### src/rtl/uart_pkg.sv
// Shared types and constants for the UART transmit path.
// Frame geometry, arbiter states and baud counter sizing.
package uart_pkg;

  localparam int FRAME_BITS   = 10;
  localparam int STOP_IDX     = FRAME_BITS - 1;
  localparam int DEF_CLK_BAUD = 10;

  typedef enum logic [1:0] {
    IDLE,
    SEND,
    HOLD
  } arb_state_t;

  function automatic int clk_baud_w(input int cpb);
    return (cpb > 1) ? $clog2(cpb) : 1;
  endfunction

endpackage

### src/rtl/uart_tx.sv
// UART serializer: start bit, 8 data bits LSB first, stop bit.
// done_o marks the last stop-bit cycle so a new frame can follow.
module uart_tx
  import uart_pkg::*;
#(
  parameter int CLOCKS_PER_BAUD = DEF_CLK_BAUD
) (
  input  logic       clk,
  input  logic       rst,
  input  logic [7:0] data_i,
  input  logic       start_i,
  output logic       busy_o,
  output logic       done_o,
  output logic       tx
);

  localparam int BW = clk_baud_w(CLOCKS_PER_BAUD);
  localparam logic [BW-1:0] BAUD_LAST = BW'(CLOCKS_PER_BAUD - 1);

  logic [BW-1:0]         baud_cnt;
  logic [3:0]            bit_idx;
  logic [FRAME_BITS-1:0] shreg;
  logic                  busy_q;
  logic                  baud_end;

  assign baud_end = (baud_cnt == BAUD_LAST);
  assign done_o   = busy_q & baud_end & (bit_idx == 4'(STOP_IDX));
  assign busy_o   = busy_q;
  assign tx       = shreg[0];

  // Shift the frame out one bit per baud period; line idles high.
  always_ff @(posedge clk) begin
    if (rst) begin
      shreg    <= '1;
      busy_q   <= 1'b0;
      baud_cnt <= '0;
      bit_idx  <= '0;
    end else if (start_i) begin
      shreg    <= {1'b1, data_i, 1'b0};
      busy_q   <= 1'b1;
      baud_cnt <= '0;
      bit_idx  <= '0;
    end else if (busy_q) begin
      if (baud_end) begin
        baud_cnt <= '0;
        shreg    <= {1'b1, shreg[FRAME_BITS-1:1]};
        if (bit_idx == 4'(STOP_IDX)) begin
          busy_q  <= 1'b0;
          bit_idx <= '0;
        end else begin
          bit_idx <= bit_idx + 4'd1;
        end
      end else begin
        baud_cnt <= baud_cnt + BW'(1);
      end
    end
  end

endmodule

### src/rtl/uart_tx_arbiter.sv
// Round-robin, message-locked arbiter in front of one UART serializer.
// Owner keeps the line until a last byte or an idle lock timeout.
module uart_tx_arbiter
  import uart_pkg::*;
#(
  parameter int N_REQ           = 4,
  parameter int CLOCKS_PER_BAUD = 10,
  parameter int LOCK_TIMEOUT    = 1000
) (
  input  logic               clk,
  input  logic               rst,
  input  logic [N_REQ-1:0]   valid_i,
  input  logic [N_REQ-1:0]   last_i,
  input  logic [8*N_REQ-1:0] data_i,
  output logic [N_REQ-1:0]   ready_o,
  output logic [N_REQ-1:0]   grant_o,
  output logic               busy_o,
  output logic               tx
);

  localparam int PW = $clog2(N_REQ);
  localparam int TW = (LOCK_TIMEOUT > 0) ? $clog2(LOCK_TIMEOUT + 1) : 1;
  localparam logic [TW-1:0] TO_LAST =
    TW'((LOCK_TIMEOUT > 0) ? LOCK_TIMEOUT - 1 : 0);

  arb_state_t       state_q, state_n;
  logic [PW-1:0]    ptr_q, ptr_n;
  logic [PW-1:0]    owner_q, owner_n;
  logic [N_REQ-1:0] grant_q, grant_n;
  logic             last_q, last_n;
  logic [TW-1:0]    idle_q, idle_n;

  logic [PW-1:0] scan, win, acc_idx;
  logic          found, rr_en, own_en, acc;
  logic [7:0]    ser_data;
  logic          ser_busy, ser_done;

  function automatic logic [PW-1:0] nxt(input logic [PW-1:0] p);
    return (int'(p) == N_REQ - 1) ? '0 : p + PW'(1);
  endfunction

  function automatic logic [PW:0] rr_pick(
    input logic [PW-1:0]    p,
    input logic [N_REQ-1:0] v
  );
    logic          f;
    logic [PW-1:0] w;
    int            j;
    f = 1'b0;
    w = p;
    for (int i = 0; i < N_REQ; i++) begin
      j = int'(p) + i;
      if (j >= N_REQ) j = j - N_REQ;
      if (!f && v[j]) begin
        f = 1'b1;
        w = PW'(j);
      end
    end
    return {f, w};
  endfunction

  // State, pointer, lock owner, timer and captured last flag.
  always_ff @(posedge clk) begin
    if (rst) begin
      state_q <= IDLE;
      ptr_q   <= '0;
      owner_q <= '0;
      grant_q <= '0;
      last_q  <= 1'b0;
      idle_q  <= '0;
    end else begin
      state_q <= state_n;
      ptr_q   <= ptr_n;
      owner_q <= owner_n;
      grant_q <= grant_n;
      last_q  <= last_n;
      idle_q  <= idle_n;
    end
  end

  // Next-state, ready offer and accept handling.
  always_comb begin
    state_n = state_q;
    ptr_n   = ptr_q;
    owner_n = owner_q;
    grant_n = grant_q;
    last_n  = last_q;
    idle_n  = idle_q;
    ready_o = '0;
    scan    = ptr_q;
    rr_en   = 1'b0;
    own_en  = 1'b0;
    acc_idx = owner_q;
    unique case (state_q)
      IDLE: rr_en = 1'b1;
      SEND: begin
        if (ser_done) begin
          if (last_q) begin
            scan    = nxt(owner_q);
            ptr_n   = scan;
            grant_n = '0;
            state_n = IDLE;
            rr_en   = 1'b1;
          end else begin
            own_en = 1'b1;
            if (LOCK_TIMEOUT == 1) begin
              ptr_n   = nxt(owner_q);
              grant_n = '0;
              state_n = IDLE;
            end else begin
              state_n = HOLD;
              idle_n  = TW'(1);
            end
          end
        end
      end
      HOLD: begin
        own_en = 1'b1;
        if (!valid_i[owner_q]) begin
          if (LOCK_TIMEOUT != 0 && idle_q >= TO_LAST) begin
            ptr_n   = nxt(owner_q);
            grant_n = '0;
            state_n = IDLE;
          end else if (idle_q != '1) begin
            idle_n = idle_q + TW'(1);
          end
        end
      end
      default: state_n = IDLE;
    endcase
    {found, win} = rr_pick(scan, valid_i);
    if (rr_en && found) begin
      ready_o[win] = 1'b1;
      acc_idx      = win;
    end
    if (own_en) begin
      ready_o[owner_q] = 1'b1;
      acc_idx          = owner_q;
    end
    acc = valid_i[acc_idx] & ready_o[acc_idx];
    if (acc) begin
      owner_n          = acc_idx;
      grant_n          = '0;
      grant_n[acc_idx] = 1'b1;
      last_n           = last_i[acc_idx];
      idle_n           = '0;
      state_n          = SEND;
    end
  end

  // Byte mux from the accepted requester into the serializer.
  always_comb begin
    ser_data = '0;
    for (int i = 0; i < N_REQ; i++) begin
      if (PW'(i) == acc_idx) ser_data = data_i[8*i +: 8];
    end
  end

  assign grant_o = grant_q;
  assign busy_o  = ser_busy;

  uart_tx #(
    .CLOCKS_PER_BAUD(CLOCKS_PER_BAUD)
  ) u_tx (
    .clk    (clk),
    .rst    (rst),
    .data_i (ser_data),
    .start_i(acc),
    .busy_o (ser_busy),
    .done_o (ser_done),
    .tx     (tx)
  );

endmodule

### config.mk
export PLATFORM = sky130hd
export DESIGN_NAME = uart_tx_arbiter
export DESIGN_NICKNAME = d
export VERILOG_FILES = /design/src/rtl/uart_pkg.sv /design/src/rtl/uart_tx.sv /design/src/rtl/uart_tx_arbiter.sv
export SDC_FILE = /design/constraint.sdc
export NUM_CORES = 1
export LEC_CHECK = 0
export CAP_MARGIN = 20
export CORE_MARGIN = 4
export CORE_UTILIZATION = 49
export DETAILED_ROUTE_END_ITERATION = 10
export PLACE_DENSITY = 0.77
export SYNTH_ARGS = -nofsm -noshare
export SYNTH_HDL_FRONTEND = slang
export SYNTH_SLANG_ARGS = --single-unit
### constraint.sdc
create_clock -name clk -period 3 [get_ports clk]
set_input_delay 0.75 -clock clk [delete_from_list [all_inputs] [get_ports clk]]
set_output_delay 0.75 -clock clk [all_outputs]
set_load 0.1 [all_outputs]
==> results of run 1 <==
[what timing repair did]
action,CTS,global route
pin swaps,5,7
hold buffers,0,0
endpoints found under the setup margin,40,39
buffers inserted,4,6
resized for setup,18,42
cloned,0,4
[per-layer routing]
| metal | vias up | wire (um) |
|---|---|---|
| met5 | - | 0 |
| met4 | 0 | 290 |
| met3 | 31 | 540 |
| met2 | 136 | 4990 |
| met1 | 1535 | 3830 |
| li1 | 1540 | - |
[critical path: stages (launching register included)]
cell     delay, ps
dfxtp_2        340
or3b_4         420
nor4_4         240
mux2i_2        320
mux2_4         350
buf_6          120
o41ai_4        370
buf_12         230
[registers in the layout, indices dropped and copies added, names as in the netlist]
name           cells
u_tx.busy_o        1
u_tx.baud_cnt      4
last_q             1
u_tx.shreg         9
grant_o            4
u_tx.bit_idx       4
state_q            2
idle_q            10
owner_q            2
ptr_q              2
[cell type report]
type | instances | area share (%)
clock buffers | 6 | 1.79
clock inverters | 2 | 0.841
inverters | 28 | 2.28
multi-input cells | 278 | 50.6
flip-flops and latches | 39 | 17.1
well taps | 75 | 2.03
repair buffers | 118 | 25.4
[metrics by stage]
stage	TNS [ps]	hold WS, ps	cell area (um2)	total power [mW]	utilization, %
5_1_grt	-9490	500	4610	2.61	76.6
3_5_place_dp	-13360	457	4070	1.79	67.6
4_1_cts	-1280	471	4300	2.29	71.4
3_3_place_gp	-9390	454	4070	1.77	67.6
2_1_floorplan	-33840	445	3160	1.42	-
6_report	-5100	468	4610	2.49	76.6
[synthesized netlist by cell type, types with 2 or more instances]
master    instances  area (um2)
and2_1            3        18.8
or3_1             3        18.8
clkbuf_1         17        63.8
xnor2_1           6        52.6
nor3b_1           6        45.0
nand3_1           6        30.0
xor2_1            6        52.6
nor2b_1           5        31.3
nor3_2           16         160
dfxtp_1          39         781
nor3_1            4        20.0
nand4_1           3        18.8
o21ai_0           9        45.0
inv_1            28         105
nand2_1          38         143
a211oi_1          2        15.0
a211oi_2          2        25.0
buf_2             2        10.0
o211ai_2          3        37.5
mux2i_1          18         180
o211ai_1         36         270
a21oi_1          17        85.1
o21a_1            3        22.5
nor2_1           29         109
buf_6             2        22.5
ha_1              8         100
nand2b_1          2        12.5
and3_1            4        25.0
mux2_2            9         101
buf_12            2        40.0
[power by group through the flow]
stage | registers, mW | clock network [mW] | logic (mW)
final | 0.630 | 0.475 | 1.38
after global routing | 0.637 | 0.505 | 1.46
after detailed placement | 0.637 | 0 | 1.15
after CTS | 0.628 | 0.478 | 1.19
after global placement | 0.633 | 0 | 1.13
after floorplan | 0.742 | 0 | 0.675
[worst max path at each step]
stage,startpoint,end,cells after the start
2_1_floorplan,u_tx.busy_o,grant_o[0],9
3_3_place_gp,valid_i[0],ready_o[0],8
3_5_place_dp,valid_i[0],ready_o[0],8
4_1_cts,owner_q[0],ready_o[0],9
5_1_grt,u_tx.baud_cnt[2],ready_o[0],9
6_report,u_tx.bit_idx[1],ready_o[1],7
[cell families after synthesis]
family | Yosys count | synth area share (%)
compound gates | 95 | 23.9
mux | 30 | 11.1
buf+inv | 52 | 7.95
flops | 39 | 25.3
simple gates | 133 | 25.0
fa+ha+maj | 8 | 3.25
xor+xnor | 12 | 3.41
==> results.md, run 1 <==
- Clock insertion delay at the later pin of the skew report: approximately 300 ps
- Hold Violations, Final: 0
- Layout Nets: 520
- First-pass GRT wire length: approximately 14000 um
- Clock skew: roughly 12 ps
- Data required, critical path: 2250 ps
- Syn avg cell area: between 8 and 9 um2
- R2R Path Start: u_tx.bit_idx[1]
- Clock Sinks: 39
- Die area: around 7600 um2
- Max VDD drop: ~0.47 mV
- Chip width: between 80 and 90 um
- Sw Ratio: around two fifths
- Final Max Slew Viols: 0
- Predominant post-synthesis flop cell: dfxtp_1
- Number of diodes: 0
- Pwr dens: roughly 540 nW/um2
- Total gr overflow: 0
- RSZ-0062 raised after global routing: yes
- Leakage power: ~1.8 nW
- Worst hold endpoint: grant_o[2]
- DRC Markers: 0
- Die Y: slightly below 90 um
- Clock tree buffer depth: 2
- Multi-input gate area: approximately 2300 um2
- Final setup vio count: 35
- Clk pin slew, worst setup/hold paths: 90 ps
- Cells after Synth: 369
- FILL cells: around 400
- Number of DRC markers in iteration 0: 175
- GR Util met3: under 10%
- Worst R2R Path Depth: 11
- H-tree Lvls: 2
- Routed vias/inst: approximately 5.9
- Placed Cells incl. Taps: 525
- #FFs+latches synth: 39
- Vias in the first global route: 3174
- CP endpoint kind: output port
- Final non-filler cell total: between 500 and 600
- Synth unique cells: 71
- HP Class: flop to flop
- Dpl hpwl: around 6400 um
- RR Endpoint: u_tx.shreg[7]
- Worst setup margin: -453 ps
- Met1 GRT Util: roughly 28%
- FMAX: roughly 290 MHz
- Flop pwr share: 25.3%
- Total CTS buffers: 5
- CTS tree: built
- Clock power share: between 10% and 20%
- Fin crit share: 115%
- Commonest non-fill, non-tap cells in the layout: buf_4, nand2_1, o211ai_1, clkdlybuf4s50_1, dfxtp_1
- First-pass DRT Iterations: 6
- Kind of critical path: flop to output port
- Met2 Use GR: 40.8%
- Comb power frac: 55.5%
- Storage cell area: a little under 800 um2
- Min-delay src: grant_o[2]
- Hold-critical path depth: 2
- Worst-path fanout max: 3
- Initial Util: roughly 51%
- Drt total wl: 9650 um
- Ys Warns: 0
- Slew headroom: slightly above 50%
- Core ar.: 6030 um2
- # IOs: 52
- PortBufs: a little over 50
- Setup slack, reg-to-reg: -190 ps
- Initial antenna violation count: 0
- Pin count of the biggest net entering global routing: 23
- # rows: 28
- Outcome: complete, but fails checks
- Busiest layer in global routing: met2
- Share of cells above drive strength 1: approximately a third
- Internal power: about 1.5 mW
- Post-route ant nets: 0
- Async set or reset register ratio after synthesis: 0%
- Area added between synthesis and finish: 49.7%
- Worst Path Arrival: 2700 ps
- GPL Wtd Cong: about 0.91
- Sequential-to-total area share from yosys stat: between 20% and 30%
- Cell Area, Synth: 3080 um2
- Most common cell after layout, fill and taps aside: buf_4
- Pre-CTS WS: -489 ps
- Post-layout min period: ~3500 ps
- Mapped Nets: 419
- Worst setup SP type: flop
- Slew @ Worst Pin: about 740 ps
- DR vias: 3242
- Global Route Usage Sum: between 20 and 25%
- Failing checks: negative setup slack
- P_sw: between 1 and 1.5 mW
- WL per Instance: 17.7 um
- Root Buffer: clkbuf_8
- EDFF count, synth: 0
- Max cap viols: 0
Power figures use the tool's default switching activity.
==> run 2: changes to the inputs <==
Settings changed: REMOVE_ABC_BUFFERS from default to 1.
==> results.md, run 2 (synthesized netlist as in run 1, its figures left out) <==
- Outcome: complete, but fails checks (unchanged)
- Failing checks: negative setup slack (unchanged)
- Slew @ Worst Pin: 757 ps (was 735 ps)
- PortBufs: 51 (unchanged)
- Setup slack, reg-to-reg: -340 ps (was -190 ps)
- Most flop-heavy register: idle_q (unchanged)
- Vias in the first global route: 3251 (was 3174)
- Share of cells above drive strength 1: 36.5% (was 34.4%)
- First-pass GRT wire length: 14600 um (was 14300 um)
- Max VDD drop: 0.305 mV (was 0.466 mV)
- Global Route Usage Sum: 23.5% (was 23.2%)
- RR Endpoint: grant_o[2] (was u_tx.shreg[7])
- Slew headroom: 49.5% (was 50.5%)
- Root Buffer: clkbuf_8 (unchanged)
- Dpl hpwl: 6360 um (was 6450 um)
- Crit path to: ready_o[0] (was ready_o[1])
- CP endpoint kind: output port (unchanged)
- Leakage power: 1.90 nW (was 1.85 nW)
- Total gr overflow: 0 (unchanged)
- # IOs: 52 (unchanged)
- Number of diodes: 0 (unchanged)
- GPL Wtd Cong: 0.874 (was 0.914)
- DR vias: 3282 (was 3242)
- Commonest non-fill, non-tap cells in the layout: buf_4, clkdlybuf4s50_1, nand2_1, o211ai_1, dfxtp_1 (was buf_4, nand2_1, o211ai_1, clkdlybuf4s50_1, dfxtp_1)
- Final non-filler cell total: 565 (was 546)
- Total CTS buffers: 5 (unchanged)
- Die area: 7620 um2 (unchanged)
- Critical Path Start: owner_q[0] (was u_tx.bit_idx[1])
- R2R Path Start: owner_q[0] (was u_tx.bit_idx[1])
- Final setup vio count: 39 (was 35)
- Initial antenna violation count: 0 (unchanged)
- Max cap viols: 0 (unchanged)
- Worst setup SP type: flop (unchanged)
- Layout Nets: 539 (was 520)
- CTS tree: built (unchanged)
- Total negative slack: -9030 ps (was -5100 ps)
- Fin crit share: 112% (was 115%)
- Pwr Total: 2.40 mW (was 2.49 mW)
- RSZ-0062 raised after global routing: yes (unchanged)
- Worst R2R Path Depth: 17 (was 11)
- # rows: 28 (unchanged)
- Post-route ant nets: 0 (unchanged)
- Core ar.: 6030 um2 (unchanged)
- DRC Markers: 0 (unchanged)
- Hold_buf cts: 0 (unchanged)
- Routed vias/inst: 5.81 (was 5.94)
- Kind of critical path: flop to output port (unchanged)
- Clock tree buffer depth: 2 (unchanged)
- Worst setup margin: -352 ps (was -453 ps)
- HP Class: flop to flop (unchanged)
- Clock skew: 12.3 ps (was 11.9 ps)
- Largest register FFs: 10 (unchanged)
- Die Y: 87.3 um (unchanged)
- FMAX: 298 MHz (was 290 MHz)
- Placed Cells incl. Taps: 534 (was 525)
- Layout Utilization: 77.7% (was 76.6%)
- Worst-path fanout max: 11 (was 3)
- Pwr dens: 513 nW/um2 (was 539 nW/um2)
- Largest registers: idle_q: 10 flops, u_tx.shreg: 9 flops (unchanged)
- Worst Path Arrival: 2600 ps (was 2700 ps)
- Drt total wl: 9350 um (was 9650 um)
- Post-layout min period: 3350 ps (was 3450 ps)
- Area added between synthesis and finish: 51.9% (was 49.7%)
- H-tree Lvls: 2 (unchanged)
- Number of DRC markers in iteration 0: 153 (was 175)
- Data required, critical path: 2250 ps (about the same)
- Clk pin slew, worst setup/hold paths: 80 ps (was 90 ps)
- Clock insertion delay at the later pin of the skew report: 290 ps (was 300 ps)
- Initial Util: 51.2% (unchanged)
- WL per Instance: 16.5 um (was 17.7 um)
- First-pass DRT Iterations: 4 (was 6)
- Hold Violations, Final: 0 (unchanged)
- FILL cells: 389 (was 402)
- Pin count of the biggest net entering global routing: 30 (was 23)
- Final Max Slew Viols: 0 (unchanged)
- Chip width: 87.3 um (unchanged)
- WHS: 474 ps (was 468 ps)
- Clock Sinks: 39 (unchanged)
- Most common cell after layout, fill and taps aside: buf_4 (unchanged)
-- run 2: cell types whose count changed in the layout (fill, tap and decap cells not counted), sizes merged, moves of 2 or more --
cell           change
buf               +20
clkbuf             -2
clkdlybuf4s50      +2
dlymetal6s2s       -2
-- run 2: timing repair --
action                     in CTS  in global routing
setup endpoints to repair      38                 39
cloned                          1                  2
pin swaps                      14                 23
resized for setup              42                 27
hold endpoints to repair        0                  0
setup buffers                  10                 12
-- run 2: where the power goes --
group          internal (mW)  switching (mW)  total, mW
clock network          0.163           0.187      0.349
registers              0.584          0.0391      0.623
logic                  0.673           0.758       1.43
total                   1.42           0.983       2.40
-- run 2: stage by stage --
step	instance area [um2]	setup WS (ps)
6_report	4680	-352
5_1_grt	4680	-447
4_1_cts	4430	-277
3_5_place_dp	4070	-458
3_3_place_gp	4070	-395
2_1_floorplan	2940	-2580
-- run 2: per-layer routing --
metal / track usage (%) / part of all wire (%)
met1: 26.9 / 41
met2: 43.2 / 51
met3: 4.73 / 4.8
met4: 7.81 / 3.5
met5: 0 / 0
-- run 2: final cells by class --
| cell class | count | area (um2) | area share, % |
|---|---|---|---|
| multi-input cells | 278 | 2280 | 48.7 |
| repair buffers | 137 | 1330 | 28.4 |
| flip-flops and latches | 39 | 787 | 16.8 |
| inverters | 28 | 105 | 2.24 |
| well taps | 75 | 93.8 | 2.00 |
| clock buffers | 6 | 72.6 | 1.55 |
| clock inverters | 2 | 12.5 | 0.267 |
-- run 2: worst min path at each step --
stage | start | to | slack, ps | cells after the start
floorplan | ptr_q[0] | ptr_q[0] | 440 | 2
global placement | grant_o[3] | grant_o[3] | 440 | 2
detailed placement | grant_o[2] | grant_o[2] | 460 | 2
CTS | grant_o[1] | grant_o[1] | 470 | 2
global route | grant_o[3] | grant_o[3] | 510 | 2
finish | grant_o[0] | grant_o[0] | 470 | 2
-- run 2: worst max-delay path: stages (launching register included) --
cell     delay [ps]
dfxtp_2         340
buf_4           110
buf_4           180
inv_1           100
ha_1            350
nor2_1          110
mux2i_1          70
a32o_2          310
or2_4           290
a22oi_2         220
inv_2            70
buf_12          170
==> run 3: changes to the inputs <==
Settings changed: CAP_MARGIN 20 to default, CORE_UTILIZATION 49 to 54, PLACE_DENSITY 0.77 to 0.81.
Clock period 3 ns to 3.8 ns, I/O delays scaled along.
==> results.md, run 3 (synthesized netlist as in run 1, its figures left out) <==
- Final instance area: 3980 um2 (was 4680 um2)
- Clock insertion delay at the later pin of the skew report: 300 ps (was 290 ps)
- Global Route Usage Sum: 22.6% (was 23.5%)
- Pin count of the biggest net entering global routing: 24 (was 30)
- Placed Cells incl. Taps: 494 (was 534)
- PortBufs: 51 (unchanged)
- Fin crit share: 98.1%
- Root Buffer: clkbuf_8 (unchanged)
- Final setup vio count: 0 (was 39)
- Share of cells above drive strength 1: 21.5% (was 36.5%)
- DP Area: 3790 um2 (was 4070 um2)
- Total gr overflow: 0 (unchanged)
- FMAX: around 270 MHz
- Worst Path Arrival: 2780 ps (was 2600 ps)
- Initial antenna violation count: 0 (unchanged)
- First-pass DRT Iterations: 5 (was 4)
- H-tree Lvls: 2 (unchanged)
- Final non-filler cell total: 504 (was 565)
- Vias in the first global route: 2943 (was 3251)
- WL per Instance: 15.9 um (was 16.5 um)
- Largest register FFs: 10 (unchanged)
- Layout Utilization: 72.2% (was 77.7%)
- Slew headroom: 32.6% (was 49.5%)
- Outcome: completed (was complete, but fails checks)
- Final Max Slew Viols: 0 (unchanged)
- Hold_buf cts: 0 (unchanged)
- HP Class: flop to flop (unchanged)
- Clk pin slew, worst setup/hold paths: 80 ps (about the same)
- # rows: 27 (was 28)
- Chip width: 83.6 um (was 87.3 um)
- DR vias: 2974 (was 3282)
- Worst setup SP type: flop (unchanged)
- Routed vias/inst: 5.90 (was 5.81)
- Number of DRC markers in iteration 0: 234 (was 153)
- Hold Violations, Final: 0 (unchanged)
- Total CTS buffers: 5 (unchanged)
- Clock tree buffer depth: 2 (unchanged)
- Commonest non-fill, non-tap cells in the layout: clkdlybuf4s50_1, nand2_1, dfxtp_1, o211ai_1 (was buf_4, clkdlybuf4s50_1, nand2_1, o211ai_1, dfxtp_1)
- Clock skew: 7.21 ps (was 12.3 ps)
- CP endpoint kind: output port (unchanged)
- Clock Sinks: 39 (unchanged)
- Kind of critical path: flop to output port (unchanged)
- Die area: 6980 um2 (was 7620 um2)
- Layout Nets: 481 (was 539)
- Max cap viols: 0 (unchanged)
- CTS tree: built (unchanged)
- Data required, critical path: 2850 ps (was 2250 ps)
- FILL cells: 403 (was 389)
- Initial Util: 56.0% (was 51.2%)
- Dpl hpwl: 5990 um (was 6360 um)
- Pwr dens: 418 nW/um2 (was 513 nW/um2)
- WHS: 462 ps (was 474 ps)
- # IOs: 52 (unchanged)
- Largest registers: idle_q: 10 flops, u_tx.shreg: 9 flops (unchanged)
- RSZ-0062 raised after global routing: yes (unchanged)
- Core ar.: 5510 um2 (was 6030 um2)
- Max VDD drop: 0.215 mV (was 0.305 mV)
- Slew @ Worst Pin: 1010 ps (was 757 ps)
- Most flop-heavy register: idle_q (unchanged)
- Area added between synthesis and finish: 28.9% (was 51.9%)
- Post-route ant nets: 0 (unchanged)
- First-pass GRT wire length: 13200 um (was 14600 um)
- GPL Wtd Cong: 0.905 (was 0.874)
- Pwr Total: 1.66 mW (was 2.40 mW)
- Most common cell after layout, fill and taps aside: clkdlybuf4s50_1 (was buf_4)
- Drt total wl: 8020 um (was 9350 um)
- Post-layout min period: roughly 3700 ps
- Die Y: 83.6 um (was 87.3 um)
- Worst-path fanout max: 6 (was 11)
- Number of diodes: 0 (unchanged)
- Leakage power: 1.53 nW (was 1.90 nW)
- DRC Markers: 0 (unchanged)
[run 3: cell count changes in the layout (fill, tap and decap cells not counted), moves of 5 or more]
cell | previous run | this run
buf_12 | 10 | 5
buf_4 | 73 | 27
buf_6 | 9 | 0
clkdlybuf4s50_1 | 38 | 44
nor3_2 | 8 | 16
nor3_4 | 8 | 0
[run 3: layer usage]
layer	track usage, %	vias up	share of wire [%]
met5	0	-	0
met4	9.80	0	2.7
met3	4.54	23	5.8
met2	41.5	111	51
met1	25.1	1374	40
li1	-	1466	-
[run 3: metrics by stage]
| step | TNS (ps) | setup slack, ps |
|---|---|---|
| floorplan | -43050 | -1980 |
| global placement | -25.8 | -25.8 |
| detailed placement | -144 | -86.8 |
| CTS | 0 | 1.08 |
| global route | -44.0 | -25.1 |
| finish | 0 | 73.7 |
[run 3: area by class of cell]
type	instances	area [um2]	area share, %
Timing Repair Buffer	79	766	19.3
Clock inverter	3	43.8	1.10
Multi-Input combinational cell	278	2120	53.3
Inverter	28	105	2.64
Clock buffer	5	68.8	1.73
Tap cell	72	90.1	2.27
Sequential cell	39	783	19.7
[run 3: worst paths after layout]
| kind | from | to | slack, ps | depth (start not counted) |
|---|---|---|---|---|
| setup / recovery | u_tx.bit_idx[3] | ready_o[1] | 70 | 7 |
| setup reg to reg | u_tx.bit_idx[3] | grant_o[2] | 500 | 11 |
| hold / removal | grant_o[0] | grant_o[0] | 460 | 2 |
| hold reg to reg | grant_o[0] | grant_o[0] | 460 | 2 |
[run 3: critical path: stages (launching register included)]
cell,delay [ps]
dfxtp_2,400
or3b_4,420
nor4_4,290
mux2i_2,250
buf_4,170
mux2_4,340
o41ai_4,380
buf_12,220
[run 3: power by group]
part	switching, mW	internal [mW]	total (mW)	leakage [nW]
sequential	0.0361	0.459	0.496	0.318
combinational	0.495	0.326	0.821	1.16
clock	0.149	0.195	0.344	0.0581
[run 3: repair_timing]
item,in CTS,in global routing
pin swaps,2,1
buffers inserted,1,1
endpoints found under the setup margin,4,4
resized for setup,8,8
